[src/rtl/rf_access_ctrl_if.sv]
// ---------------------------------------------------------------------------
// rf_access_ctrl_if
// Request / response bundle between a client and rf_access_ctrl.
//
// Handshake rule for both channels: a transfer happens on a rising clk edge
// where valid and ready are both high. The sender holds valid and its payload
// stable until that edge. The receiver may raise ready independently of
// valid.
//
// Signals:
//   req_valid  / req_ready   request channel handshake
//   req_op                   00 write, 01 read pair, 10 clear-all, 11 reserved
//   req_addr_a               write address / read port A address
//   req_addr_b               read port B address
//   req_wdata                write data
//   rsp_valid  / rsp_ready   read response channel handshake
//   rsp_data_a / rsp_data_b  read results
//
// Modports:
//   master  client side (drives requests, accepts responses)
//   slave   controller side
// ---------------------------------------------------------------------------
interface rf_access_ctrl_if;
    logic        req_valid;
    logic        req_ready;
    logic [1:0]  req_op;
    logic [4:0]  req_addr_a;
    logic [4:0]  req_addr_b;
    logic [31:0] req_wdata;
    logic        rsp_valid;
    logic        rsp_ready;
    logic [31:0] rsp_data_a;
    logic [31:0] rsp_data_b;

    modport master (
        output req_valid, req_op, req_addr_a, req_addr_b, req_wdata, rsp_ready,
        input  req_ready, rsp_valid, rsp_data_a, rsp_data_b
    );

    modport slave (
        input  req_valid, req_op, req_addr_a, req_addr_b, req_wdata, rsp_ready,
        output req_ready, rsp_valid, rsp_data_a, rsp_data_b
    );
endinterface

[src/rtl/rf_access_ctrl.sv]
// ---------------------------------------------------------------------------
// rf_access_ctrl
// Sequences write, read-pair and clear-all requests onto a register file
// with one write port and two read ports with one-cycle registered read
// latency.
//
// Parameters:
//   CLEAR_VALUE  word written to all 32 registers by a clear-all request
//
// Ports:
//   clk, rst       clock and asynchronous active-high reset
//   bus            request/response channels (rf_access_ctrl_if.slave)
//   rf_w_*         register file write port
//   rf_ra_addr/rf_rb_addr, rf_ra_data/rf_rb_data  register file read ports
//   busy           high whenever the FSM is not IDLE
//   dbg_state      current FSM state encoding, for observation only
//
// Optional feature (macro RF_ZERO_REG_EN):
//   When defined, register 0 is hard-wired to zero: writes to address 0 keep
//   rf_w_ena low and reads of address 0 return 32'h0.
// ---------------------------------------------------------------------------
module rf_access_ctrl #(
    parameter logic [31:0] CLEAR_VALUE = 32'h0000_0000
) (
    input  logic                 clk,
    input  logic                 rst,
    rf_access_ctrl_if.slave      bus,
    output logic [31:0]          rf_w_data,
    output logic [4:0]           rf_w_addr,
    output logic                 rf_w_ena,
    output logic [4:0]           rf_ra_addr,
    output logic [4:0]           rf_rb_addr,
    input  logic [31:0]          rf_ra_data,
    input  logic [31:0]          rf_rb_data,
    output logic                 busy,
    output logic [2:0]           dbg_state
);

`ifdef RF_ZERO_REG_EN
    localparam bit ZERO_REG = 1'b1;
`else
    localparam bit ZERO_REG = 1'b0;
`endif

    localparam logic [1:0] OP_WRITE = 2'b00;
    localparam logic [1:0] OP_READ  = 2'b01;
    localparam logic [1:0] OP_CLEAR = 2'b10;

    typedef enum logic [2:0] {
        IDLE    = 3'd0,
        WR      = 3'd1,
        RD_ADDR = 3'd2,
        RD_DATA = 3'd3,
        RESP    = 3'd4,
        CLR     = 3'd5
    } state_t;

    state_t      state;
    state_t      state_next;
    logic [4:0]  cnt;
    logic [4:0]  wr_addr_q;
    logic [31:0] wr_data_q;
    logic        accept;
    logic [4:0]  w_addr;

    assign accept = (state == IDLE) && bus.req_valid;

    // State register
    always_ff @(posedge clk or posedge rst) begin
        if (rst) begin
            state <= IDLE;
        end else begin
            state <= state_next;
        end
    end

    // Next-state logic; reserved op is accepted in IDLE and simply dropped.
    always_comb begin
        state_next = state;
        case (state)
            IDLE: begin
                if (bus.req_valid) begin
                    case (bus.req_op)
                        OP_WRITE: state_next = WR;
                        OP_READ:  state_next = RD_ADDR;
                        OP_CLEAR: state_next = CLR;
                        default:  state_next = IDLE;
                    endcase
                end
            end
            WR:      state_next = IDLE;
            RD_ADDR: state_next = RD_DATA;
            RD_DATA: state_next = RESP;
            RESP:    if (bus.rsp_ready) state_next = IDLE;
            // Leaving on address 31 means the 5-bit wrap never restarts a pass.
            CLR:     if (cnt == 5'd31) state_next = IDLE;
            default: state_next = IDLE;
        endcase
    end

    // Output logic
    always_comb begin
        bus.req_ready = (state == IDLE);
        bus.rsp_valid = (state == RESP);
        busy          = (state != IDLE);
        dbg_state     = state;
        w_addr        = (state == CLR) ? cnt : wr_addr_q;
        rf_w_addr     = w_addr;
        rf_w_data     = (state == CLR) ? CLEAR_VALUE : wr_data_q;
        rf_w_ena      = ((state == WR) || (state == CLR)) &&
                        !(ZERO_REG && (w_addr == 5'd0));
    end

    // Datapath registers. Read addresses are only loaded on acceptance of a
    // read, so they hold their last value everywhere else.
    always_ff @(posedge clk or posedge rst) begin
        if (rst) begin
            cnt            <= 5'd0;
            wr_addr_q      <= 5'd0;
            wr_data_q      <= 32'h0;
            rf_ra_addr     <= 5'd0;
            rf_rb_addr     <= 5'd0;
            bus.rsp_data_a <= 32'h0;
            bus.rsp_data_b <= 32'h0;
        end else begin
            if (accept && (bus.req_op == OP_WRITE)) begin
                wr_addr_q <= bus.req_addr_a;
                wr_data_q <= bus.req_wdata;
            end
            if (accept && (bus.req_op == OP_READ)) begin
                rf_ra_addr <= bus.req_addr_a;
                rf_rb_addr <= bus.req_addr_b;
            end
            if (accept && (bus.req_op == OP_CLEAR)) begin
                cnt <= 5'd0;
            end else if (state == CLR) begin
                cnt <= cnt + 5'd1;
            end
            // RF data is valid in RD_DATA because of its registered read.
            if (state == RD_DATA) begin
                bus.rsp_data_a <= (ZERO_REG && (rf_ra_addr == 5'd0)) ? 32'h0 : rf_ra_data;
                bus.rsp_data_b <= (ZERO_REG && (rf_rb_addr == 5'd0)) ? 32'h0 : rf_rb_data;
            end
        end
    end

endmodule

[src/flat_wrapper.sv]
// flat-port wrapper written by rule: the top's interface ports become plain ports
module rf_access_ctrl_flat 
#(
    parameter logic [31:0] CLEAR_VALUE = 32'h0000_0000
)
  (clk, rst, rf_w_data, rf_w_addr, rf_w_ena, rf_ra_addr, rf_rb_addr, rf_ra_data, rf_rb_data, busy, dbg_state, bus_req_valid, bus_req_op, bus_req_addr_a, bus_req_addr_b, bus_req_wdata, bus_rsp_ready, bus_req_ready, bus_rsp_valid, bus_rsp_data_a, bus_rsp_data_b);
  rf_access_ctrl_if bus_i ();
  input  logic clk;
  input  logic rst;
  output logic [31:0] rf_w_data;
  output logic [4:0] rf_w_addr;
  output logic rf_w_ena;
  output logic [4:0] rf_ra_addr;
  output logic [4:0] rf_rb_addr;
  input  logic [31:0] rf_ra_data;
  input  logic [31:0] rf_rb_data;
  output logic busy;
  output logic [2:0] dbg_state;
  input wire logic [$bits(bus_i.req_valid)-1:0] bus_req_valid;
  input wire logic [$bits(bus_i.req_op)-1:0] bus_req_op;
  input wire logic [$bits(bus_i.req_addr_a)-1:0] bus_req_addr_a;
  input wire logic [$bits(bus_i.req_addr_b)-1:0] bus_req_addr_b;
  input wire logic [$bits(bus_i.req_wdata)-1:0] bus_req_wdata;
  input wire logic [$bits(bus_i.rsp_ready)-1:0] bus_rsp_ready;
  output wire logic [$bits(bus_i.req_ready)-1:0] bus_req_ready;
  output wire logic [$bits(bus_i.rsp_valid)-1:0] bus_rsp_valid;
  output wire logic [$bits(bus_i.rsp_data_a)-1:0] bus_rsp_data_a;
  output wire logic [$bits(bus_i.rsp_data_b)-1:0] bus_rsp_data_b;
  assign bus_i.req_valid = bus_req_valid;
  assign bus_i.req_op = bus_req_op;
  assign bus_i.req_addr_a = bus_req_addr_a;
  assign bus_i.req_addr_b = bus_req_addr_b;
  assign bus_i.req_wdata = bus_req_wdata;
  assign bus_i.rsp_ready = bus_rsp_ready;
  assign bus_req_ready = bus_i.req_ready;
  assign bus_rsp_valid = bus_i.rsp_valid;
  assign bus_rsp_data_a = bus_i.rsp_data_a;
  assign bus_rsp_data_b = bus_i.rsp_data_b;
  rf_access_ctrl #(.CLEAR_VALUE(CLEAR_VALUE)) u_core (.clk(clk), .rst(rst), .bus(bus_i), .rf_w_data(rf_w_data), .rf_w_addr(rf_w_addr), .rf_w_ena(rf_w_ena), .rf_ra_addr(rf_ra_addr), .rf_rb_addr(rf_rb_addr), .rf_ra_data(rf_ra_data), .rf_rb_data(rf_rb_data), .busy(busy), .dbg_state(dbg_state));
endmodule
[config.mk]
export PLATFORM = sky130hd
export DESIGN_NAME = rf_access_ctrl_flat
export DESIGN_NICKNAME = d
export VERILOG_FILES = /design/src/rtl/rf_access_ctrl_if.sv /design/src/rtl/rf_access_ctrl.sv /design/src/flat_wrapper.sv
export SDC_FILE = /design/constraint.sdc
export NUM_CORES = 1
export LEC_CHECK = 0
export CAP_MARGIN = 10
export CORE_ASPECT_RATIO = 0.75
export CORE_MARGIN = 10
export CORE_UTILIZATION = 38
export CTS_CLUSTER_DIAMETER = 120
export CTS_CLUSTER_SIZE = 25
export DETAILED_ROUTE_END_ITERATION = 7
export MAX_ROUTING_LAYER = met4
export PLACE_DENSITY = 0.83
export SLEW_MARGIN = 20
export SYNTH_ARGS = -nofsm -noshare
export SYNTH_HDL_FRONTEND = slang
export SYNTH_SLANG_ARGS = --single-unit
export TNS_END_PERCENT = 5
[constraint.sdc]
create_clock -name clk -period 4.1 [get_ports clk]
set_clock_uncertainty 0.15 [all_clocks]
set_input_delay 0.82 -clock clk [delete_from_list [all_inputs] [get_ports clk]]
set_output_delay 0.82 -clock clk [all_outputs]
set_load 0.01 [all_outputs]
# ---- After elaboration in Yosys (flattened, before gate mapping)
# Cells that the tools add are included.
# W data, S select, Z words.
dict set report word_totals {
  elab_cells 39
  regBits 119
  out_inout_bits 118
}
dict set report op_classes {
  reduce_logical 10
  muxes 9
  addsub 1
  eq_ne 11
}
# op n
set op_table {}
lappend op_table {{$mux W32} 1}
lappend op_table {{$mux W5} 3}
lappend op_table {{$pmux W3 S5} 1}
lappend op_table {{$mux W3} 3}
lappend op_table {{$pmux W3 S3} 1}
lappend op_table {{$eq A3 B2 Y1 const B} 2}
lappend op_table {{$eq A3 B3 Y1 const B} 2}
lappend op_table {{$add A5 B1 Y5 const B} 1}
lappend op_table {{$eq A5 B5 Y1 const B} 1}
lappend op_table {{$logic_and A1 B1 Y1} 4}
lappend op_table {{$ne A2 B2 Y1 const B} 2}
lappend op_table {{$eq A3 B1 Y1 const B} 1}
lappend op_table {{$logic_not A3 Y1} 1}
lappend op_table {{$reduce_and A3 Y1} 1}
lappend op_table {{$reduce_bool A3 Y1} 1}
lappend op_table {{$eq A2 B1 Y1 const B} 1}
lappend op_table {{$eq A2 B2 Y1 const B} 1}
lappend op_table {{$logic_not A2 Y1} 1}
lappend op_table {{$ne A2 B1 Y1 const B} 1}
lappend op_table {{$reduce_bool A2 Y1} 1}
lappend op_table {{$logic_or A1 B1 Y1} 1}

# ---- Longest topological paths before layout
dict set report logic_depth {
  ltp_word 4
  ltp_mapped 6
  mapped_depth_nobuf 6
}

# ---- Worst setup path before layout
# No wires, ideal clock.
dict set report synth_path {
  path_kind {register to output}
  startpoint {register u_core.state[2], in the netlist u_core.dbg_state[2]}
  endpoint {output rf_w_addr[0]}
  path_stages_with_launch 5
  arrival_time_ps 1337
  required_time_ps 3130
  path_slack_ps 1793
  path_cell_list {dfrtp_1 > buf_2 > nand3b_1 > buf_2 > mux2_2}
}
dict set report synth_via {
  elab_chain_cells 2
}
# element line
set synth_rtl {}
lappend synth_rtl {{start, declared} rf_access_ctrl.sv:58} ;# state_t state;
lappend synth_rtl {{start signal, assigned} rf_access_ctrl.sv:73} ;# state <= state_next;
lappend synth_rtl {{$eq A3 B3 Y1} rf_access_ctrl.sv:107} ;# w_addr = (state == CLR) ? cnt : wr_addr_q;
lappend synth_rtl {{$mux W5} rf_access_ctrl.sv:107}
lappend synth_rtl {{end, declared} flat_wrapper.sv:11} ;# output logic [4:0] rf_w_addr;
# No other way between the ends.

# ---- Final worst setup path
dict set report layout_path {
  startpoint {register u_core.state[2], in the netlist u_core.dbg_state[2]}
  endpoint {output rf_w_data[26]}
}
dict set report layout_via {
  elab_chain_cells 2
}
# element line
set layout_rtl {}
lappend layout_rtl {{$eq A3 B3 Y1} rf_access_ctrl.sv:109} ;# rf_w_data = (state == CLR) ? CLEAR_VALUE : wr_data_q;
lappend layout_rtl {{$mux W32} rf_access_ctrl.sv:109}
lappend layout_rtl {{end, declared} flat_wrapper.sv:10} ;# output logic [31:0] rf_w_data;
# No other way between the ends.

==> run metrics <==
outcome=finished, final reports clean; DP HPWL=11.0 mm; Placeable Area=12,900 µm²; critical path required time=3.13 ns; Synth top area share=0.595; final count of negative-setup-slack endpoints=0; die area=18,200 µm²; Min Hold Slack=0.348 ns; worst max-slew margin expressed relative to the limit=0.360; # Max-Cap Violations=0; global-route wire length before repair=between 20 and 25 mm; min cycle time layout=roughly 3.6 ns; Synth warnings=0; highest clock rate=279 MHz; asr flop ratio synth=1.00; Data arrival, critical path=2.61 ns; top-level port count=230; Cells after Synth=~320; unrepaired setup endpoints after global routing=false; total power draw=roughly 6300 µW; overall fraction of global-route tracks in use=0.157; Starting DRT DRC Count=86; ANT cells=0; CP Cell Sequence=nand3b_1 > buf_4 > and2_1 > clkdlybuf4s50_1; largest net degree at the start of global routing=46; WL/cell=18.9 µm; DIE WIDTH=153 µm; largest fanout of any net on the critical path=20; number of nets produced by synthesis=about 440; Layout fillers=944; Crit. End Element=output pin; most used flip-flop cell after synthesis=sky130_fd_sc_hd__dfrtp_1; complex-gate fraction of the synthesized area=0.00575; # placed instances=712; multi-input logic area=1870 µm²; worst setup path class=flop to output pin; post-CTS clock slew at the launch and capture registers of the worst setup and hold paths=0.05 ns; cell type of the slowest stage on the worst timing path=sky130_fd_sc_hd__nand3b_1; library cell with the largest summed area after synthesis=sky130_fd_sc_hd__dfrtp_1; Hold WC Path Type=flop to flop; peak supply drop=0.000469 V; area added between synthesis and finish=59.8%; via count normalized by instance count=4.62; share of synthesized area occupied by flip-flops and latches=0.595; final cycle utilization of the critical path=0.874; share of synthesized cell area in full adder, half adder and majority cells=0.00500; H-tree Lvls=4; standard-cell rows=36; clock latency of the later-clocked register in the worst-skew pair=0.39 ns; total overflow reported by the global router=0; Synth Area per Inst=15.5 µm²; post-cts resize count=0; post-CTS setup buffer count=0; number of antenna-violating nets in the routed design=0; Detailed Routing Iterations Pass 1=5; synthesized cell area=~5000 µm²; total routed wirelength=approximately 14 mm; vias in the first global route=4,050; CTS Root Cell=sky130_fd_sc_hd__clkbuf_16; clock sink count=119; peak per-stage delay on the critical path=0.58 ns; initial antenna violation count=0; number of hold buffers added after cts=0; Port Buffers=229; Power Dens Cells=784 nW/µm²; buffers from clock root to sink, at most=2; multiplexer share of the synthesized area=0.287; EDFF count, synth=0; LEAKAGE=0.00346 µW; final weighted congestion of routability-driven global placement=0.772; leading cell type by number of instances after synthesis=sky130_fd_sc_hd__dfrtp_1; most frequent cells after synthesis=sky130_fd_sc_hd__dfrtp_1 (119), sky130_fd_sc_hd__mux2_2 (86), sky130_fd_sc_hd__and2_1 (32), sky130_fd_sc_hd__mux2_4 (30), sky130_fd_sc_hd__buf_2 (9); number of synthesized register bits=119; total negative slack=0 ns; cell class contributing the biggest share of worst-path delay=buffers and inverters; XOR/XNOR Fraction of Synth Area=0.00350; post-route non-filler standard cell count=between 700 and 800; number of buffers created by CTS=17; startpoint class of the critical path=flop; basic-gate share of the synthesized area counting and, or, nand and nor cells=0.0712; top cells by area, synth=sky130_fd_sc_hd__dfrtp_1 (59%), sky130_fd_sc_hd__mux2_2 (19%), sky130_fd_sc_hd__mux2_4 (9.0%), sky130_fd_sc_hd__and2_1 (4.0%), sky130_fd_sc_hd__buf_12 (1.2%); TritonCTS clock tree=yes; count of pins over their slew limit=0; starting utilization of the core area=0.387; post-route DRC violation count=0; share of final-layout standard cells stronger than drive strength 1=0.271; number of nets in the final layout=674; main combinational cell family by area after synthesis=multiplexers; Register Area=roughly 3000 µm²; chip height=between 100 and 150 µm; post-synth cell types=30; final-report hold violation count=0; overall via count from detail_route=3,428; CP Buf/Inv Count=2; pin slew with the least headroom to its limit=0.959 ns
logic make-up (layout without fill, tap and decap cells):
group,Yosys count,after routing
DFF,119,119
muxes,118,118
and+or+nand+nor,56,56
buffers and inverters,22,269
AOI/OAI and AO/OA,5,5
adders and majority gates,2,2
xor gates and xnor gates,2,2
placed cells by master, fill, tap and decap left out, drive strengths merged:
cell type / netlist / layout
nand3b: 3 / 3
buf: 15 / 7
a31oi: 1 / 1
ha: 2 / 2
nor3: 2 / 2
nand3: 1 / 1
clkinv: 0 / 2
and2: 32 / 32
nand2b: 1 / 1
clkinvlp: 0 / 5
clkdlybuf4s50: 0 / 229
inv: 3 / 2
or3: 1 / 1
mux2: 116 / 116
nand2: 1 / 1
bufinv: 0 / 1
dfrtp: 119 / 119
mux2i: 2 / 2
clkbuf: 4 / 23
nor2b: 3 / 3
and3: 2 / 2
xor2: 2 / 2
o31ai: 1 / 1
o21ai: 2 / 2
nand4b: 2 / 2
and4: 1 / 1
nor3b: 2 / 2
nor2: 5 / 5
a21oi: 1 / 1
per-stage QoR:
step                      area, µm²  setup WS, ns   util
after floorplan                5010          1.67      -
after global placement         7430          1.03  0.575
after detailed placement       7430         0.898  0.575
after CTS                      8000         0.467  0.619
after global routing           8000         0.311  0.619
final                          8000         0.517  0.619
final cells by class:
class	count	area share
clock inverters	7	0.00876
repair buffers	236	0.295
inverters	3	0.00188
well taps	171	0.0267
multi-input cells	183	0.234
clock buffers	23	0.0622
flip-flops and latches	119	0.372
worst paths after layout:
kind,from,endpoint,slack [ns],cells after the start
worst max-delay path,u_core.dbg_state[2],rf_w_data[26],0.52,4
worst min-delay path,u_core.wr_data_q[25],u_core.wr_data_q[25],0.35,1
worst max register to register,u_core.dbg_state[1],u_core.bus.rsp_data_b[12],1.64,4
worst min register to register,u_core.wr_data_q[25],u_core.wr_data_q[25],0.35,1
max in group asynchronous,rst,u_core.wr_data_q[28],2.13,3
min in group asynchronous,rst,u_core.bus.rsp_data_a[31],0.83,2
where the power goes:
| part | internal [µW] | switching, µW |
|---|---|---|
| clock | 905 | 489 |
| sequential | 1760 | 338 |
| combinational | 1800 | 986 |
layer usage:
metal / GRT usage / vias to the layer above / part of all wire
met5: - / - / 0
met4: 0.0446 / 0 / 0.0066
met3: 0.0611 / 6 / 0.077
met2: 0.277 / 123 / 0.54
met1: 0.159 / 1712 / 0.38
li1: - / 1587 / -
state kept, by name (all words and copies together) (netlist names):
register               flops
u_core.rf_rb_addr          5
u_core.wr_addr_q           5
u_core.bus.rsp_data_b     32
u_core.dbg_state           3
u_core.wr_data_q          32
u_core.bus.rsp_data_a     32
u_core.rf_ra_addr          5
u_core.cnt                 5
No activity file was read; power rests on OpenSTA's default activity.
